File: src/rtl/irq_ctl.sv
// Interrupt controller: synchronizes sources, masks and prioritizes them, and runs the irq/iack/EOI handshake.
// Define IRQ_EDGE_DETECT_EN for edge-latched pending bits; the default build treats sources as levels.
module irq_ctl #(
  parameter int unsigned N_SRC      = 8,
  parameter logic [31:0] VEC_BASE   = 32'h0000_0050,
  parameter int unsigned VEC_STRIDE = 8
) (
  input  logic             clk,
  input  logic             rst_i,
  input  logic [N_SRC-1:0] src_i,
  output logic             irq_o,
  output logic [31:0]      irq_addr_o,
  input  logic             iack_i,
  input  logic             cfg_we_i,
  input  logic [1:0]       cfg_addr_i,
  input  logic [31:0]      cfg_din_i,
  output logic [31:0]      cfg_dout_o
);

  localparam logic [1:0] A_MASK = 2'd0;
  localparam logic [1:0] A_PEND = 2'd1;
  localparam logic [1:0] A_STAT = 2'd2;
  localparam logic [1:0] A_EOI  = 2'd3;

  typedef enum logic [1:0] {IDLE, REQ, SERV, GAP} state_t;

  state_t           state, state_n;
  logic [N_SRC-1:0] sync1, sync2, mask, pend, pend_n, active;
  logic [4:0]       id, id_n;
  logic             busy, take, ack;
  logic             wr_mask, wr_pend, wr_eoi;
  logic [31:0]      rd_data;
  logic             unused_ok;

  assign wr_mask   = cfg_we_i && (cfg_addr_i == A_MASK);
  assign wr_pend   = cfg_we_i && (cfg_addr_i == A_PEND);
  assign wr_eoi    = cfg_we_i && (cfg_addr_i == A_EOI);
  assign active    = pend & mask;
  assign unused_ok = ^{wr_pend, cfg_din_i};

  // Lowest index wins: scan downward so the last hit is the smallest set bit.
  always_comb begin
    id_n = '0;
    for (int k = N_SRC - 1; k >= 0; k--) begin
      if (active[k]) id_n = 5'(k);
    end
  end

`ifdef IRQ_EDGE_DETECT_EN
  logic [N_SRC-1:0] sync_d, clr_vec;

  // Clears come from W1C and from the acknowledged source; a coincident new edge wins.
  always_comb begin
    clr_vec = '0;
    if (wr_pend) clr_vec = cfg_din_i[N_SRC-1:0];
    if (ack)     clr_vec = clr_vec | (N_SRC'(1) << id);
    pend_n = (pend & ~clr_vec) | (sync2 & ~sync_d);
  end

  always_ff @(posedge clk) begin
    if (!rst_i) sync_d <= '0;
    else        sync_d <= sync2;
  end
`else
  always_comb begin
    pend_n = sync2;
  end
`endif

  // Handshake: irq_o stays high from the IDLE->REQ commit until iack_i is
  // sampled high at a rising edge; only that edge transfers the request, and
  // irq_o is low after it. iack_i outside REQ has no effect.
  always_comb begin
    state_n = state;
    take    = 1'b0;
    ack     = 1'b0;
    case (state)
      IDLE: if (|active) begin state_n = REQ; take = 1'b1; end
      REQ:  if (iack_i)  begin state_n = SERV; ack = 1'b1; end
      SERV: if (wr_eoi)  state_n = GAP;
      GAP:  state_n = IDLE;
      default: state_n = IDLE;
    endcase
  end

  always_comb begin
    rd_data = '0;
    case (cfg_addr_i)
      A_MASK:  rd_data = 32'(mask);
      A_PEND:  rd_data = 32'(pend);
      A_STAT:  rd_data = {busy, 26'b0, id};
      default: rd_data = '0;
    endcase
  end

  assign irq_o = (state == REQ);

  always_ff @(posedge clk) begin
    if (!rst_i) begin
      state      <= IDLE;
      sync1      <= '0;
      sync2      <= '0;
      mask       <= '0;
      pend       <= '0;
      id         <= '0;
      busy       <= 1'b0;
      irq_addr_o <= VEC_BASE;
      cfg_dout_o <= '0;
    end else begin
      state      <= state_n;
      sync1      <= src_i;
      sync2      <= sync1;
      pend       <= pend_n;
      cfg_dout_o <= rd_data;
      if (wr_mask) mask <= cfg_din_i[N_SRC-1:0];
      if (take) begin
        id         <= id_n;
        irq_addr_o <= VEC_BASE + 32'(id_n) * VEC_STRIDE;
      end else if (state == GAP) begin
        id <= '0;
      end
      if (ack)                busy <= 1'b1;
      else if (state == GAP)  busy <= 1'b0;
    end
  end

endmodule
File: config.mk
export PLATFORM = sky130hd
export DESIGN_NAME = irq_ctl
export DESIGN_NICKNAME = d
export VERILOG_FILES = /design/src/rtl/irq_ctl.sv
export SDC_FILE = /design/constraint.sdc
export NUM_CORES = 1
export LEC_CHECK = 0
export ABC_CLOCK_PERIOD_IN_PS = 4600
export BUFFER_PORTS_ARGS = -buffer_cell sky130_fd_sc_hd__buf_2
export CAP_MARGIN = 5
export CORE_MARGIN = 4
export CORE_UTILIZATION = 45
export DETAILED_ROUTE_END_ITERATION = 6
export GPL_ROUTABILITY_DRIVEN = 0
export GPL_TIMING_DRIVEN = 0
export PLACE_DENSITY = 0.83
export RECOVER_POWER = 25
export SLEW_MARGIN = 20
export SYNTH_ARGS = -nofsm -noshare
export SYNTH_HDL_FRONTEND = slang
export SYNTH_SLANG_ARGS = --single-unit
File: constraint.sdc
create_clock -name clk -period 4.6 [get_ports clk]
set_input_delay 1.15 -clock clk [delete_from_list [all_inputs] [get_ports clk]]
set_output_delay 1.15 -clock clk [all_outputs]
set_load 0.01 [all_outputs]
==> impl_metrics.yaml <==
die:
  die_area_um2: 6475
  rows: 26
  start_util_pct: 46.28
  die_h_um: 80.47
  io_pins: 111
  core_um2: 5107
  die_w_um: 80.47
sta:
  worst_pin_slew_ns: 1.353
  clock_skew_ns: 0.005683
  tns_ns: 0
  fin_crit_sh_pct: 50.25
  hold_viol_final: 0
  setup-violations-final: 0
  slew_viol_final: 0
  min_period_ns: 2.312
  relSlewSlack_pct: 8.611
  rsz0062_at_grt: "false"
  timing.fmax_ghz: 0.4326
routing:
  wl_per_cell_um: 10.70
  via_per_inst: 4.232
  dr.pass1.iters: 4
  drc_errors: 0
  wirelength_mm: 4.334
  drt.antenna.violating_nets: 0
  routed-via-count: 1714
  drt_iter0_drc: 136
power:
  power_density_nw_per_um2: 326.3
  p_leak_nw: 1.433
  peakVddDrop_mv: 0.1529
cts:
  post_cts_buffers: 0
  cts_max_path_buffers: 2
  cts_hold_buf: 0
  cts.clk_slew.worst_paths_ns: 0.09
  h-tree-depth: 2
  clk_latency_ns: 0.31
  cts_resized: 0
  cts_made_buffers: 5
  cts_root_buffer: "clkbuf_8"
  cts_tree: "yes"
  clock-sinks: 52
global_route:
  antenna_found_initial: 0
  grt.overflow.total: 0
  grt_start_max_net_pins: 17
  grt_pass1_vias: 1556
  grt_usage_pct: 13.58
  grt_pass1_wl_mm: 6.872
yosys:
  yosysSeqAreaShare_pct: 44.04
  synth-edff-count: 0
  async_reset_ff_share_pct: 0
  syn_area_um2: 2364
  synth_ff_type: "dfxtp_1"
  synth.distinct_cells: 37
  syn_avg_cell_area_um2: 9.767
  yosys_warnings: 0
  ys_seq_elements: 52
  netlist_instances: 242
setup_path:
  end_kind: "output port"
  crit_type: "reg -> out"
  start_kind: "flop"
  cp_data_required_time_ns: 3.45
  cp.arrival_ns: 1.16
  cp_max_fo: 4
cells_and_area:
  num_antenna_cells: 0
  fin_util_pct: 56.88
  fillers: 497
  area_growth_pct: 22.92
  final_common_cell: "dfxtp_1"
  final_cell_mix: "dfxtp_1 (52), buf_4 (50), conb_1 (50), buf_2 (36), and2_1 (24)"
  drive_gt1_share_pct: 28.96
  fin_nets: 387
outcome:
  outcome: "finished, final reports clean"
placed_design:
  dp_hpwl_mm: 3.473
  port-buffer-count: 36
job:
  drv_cap: 0
worst_hold_path:
  hold_path_class: "reg -> reg"
==> worst max-delay path, cell delays in order, from the launching register on <==
cell and delay (ns):
dfxtp_1 0.38, inv_1 0.12, ha_1 0.21, buf_2 0.14
==> per-layer routing <==
layer / GRT usage [%] / part of all wire, % / up-vias
li1: - / - / 898
met1: 15.95 / 41 / 738
met2: 22.93 / 50 / 73
met3: 4.709 / 8.0 / 5
met4: 4.561 / 0.81 / 0
met5: 0 / 0 / -
==> metrics by stage <==
| stage | power, mW | worst slack [ns] | instances | hold WS (ns) | area, um2 |
|---|---|---|---|---|---|
| after floorplan | 0.6143 | 2.496 | 291 | 0.4119 | 2547 |
| after global placement | 0.6417 | 2.286 | 397 | 0.4164 | 2815 |
| after detailed placement | 0.6485 | 2.253 | 397 | 0.4169 | 2815 |
| after CTS | 0.9613 | 2.276 | 405 | 0.4322 | 2927 |
| after global routing | 0.9950 | 2.088 | 405 | 0.4588 | 2905 |
| final | 0.9479 | 2.288 | 405 | 0.4300 | 2905 |
==> cell type report <==
| cell class | instances | area [um2] | share of cell area [%] |
|---|---|---|---|
| buffer | 57 | 402.9 | 13.87 |
| tap | 70 | 87.58 | 3.015 |
| inverter | 6 | 22.52 | 0.7752 |
| multi-input combinational | 176 | 1061 | 36.52 |
| clock inverter | 2 | 38.79 | 1.335 |
| timing repair buffer | 36 | 178.9 | 6.158 |
| sequential | 52 | 1041 | 35.83 |
| clock buffer | 6 | 72.57 | 2.498 |
==> sequential cells by signal, indices dropped and copies added, names as in the netlist <==
| signal | cells |
|---|---|
| busy | 1 |
| cfg_dout_o | 9 |
| mask | 8 |
| pend_n | 8 |
| sync1 | 8 |
| id | 3 |
| irq_addr_o | 5 |
| pend | 8 |
| state | 2 |
==> cells in the mapped netlist (2+ instances only) <==
| cell | n | area [um2] |
|---|---|---|
| o21ai_0 | 6 | 30.03 |
| and2_1 | 25 | 156.4 |
| a22oi_1 | 4 | 30.03 |
| inv_1 | 6 | 22.52 |
| a32oi_1 | 2 | 17.52 |
| a211oi_1 | 2 | 15.01 |
| nand3_1 | 5 | 25.02 |
| nand2_1 | 7 | 26.28 |
| a32o_1 | 2 | 20.02 |
| nor2_1 | 22 | 82.58 |
| mux2i_1 | 18 | 180.2 |
| ha_1 | 7 | 87.58 |
| dfxtp_1 | 52 | 1041 |
| buf_4 | 50 | 375.4 |
| a21oi_1 | 6 | 30.03 |
| buf_2 | 2 | 10.01 |
| a22o_1 | 2 | 17.52 |
| clkbuf_1 | 5 | 18.77 |
==> cells by family (layout without fill, tap and decap cells) <==
group | after synthesis | in the layout | share of synthesized area, %
simple gates | 69 | 69 | 15.46
other cells | 1 | 50 | 0.1587
buf+inv | 63 | 107 | 18.05
flops | 52 | 52 | 44.04
fa+ha+maj | 7 | 7 | 3.705
compound gates | 32 | 32 | 10.96
mux | 18 | 18 | 7.623
==> path summary, 6_finish.rpt <==
check	start	to	slack, ns	cells after the start
worst min register to register	pend_n[2]	pend[2]	0.43	1
worst max-delay path	state[1]	irq_o	2.29	3
worst max register to register	pend[4]	irq_addr_o[6]	2.31	4
worst min-delay path	pend_n[2]	pend[2]	0.43	1
==> report_power, final <==
group | switching [mW] | internal [mW]
Sequential | 0.0115 | 0.468
Combinational | 0.0851 | 0.0714
Clock | 0.147 | 0.164
No activity file was read; power rests on OpenSTA's default activity.
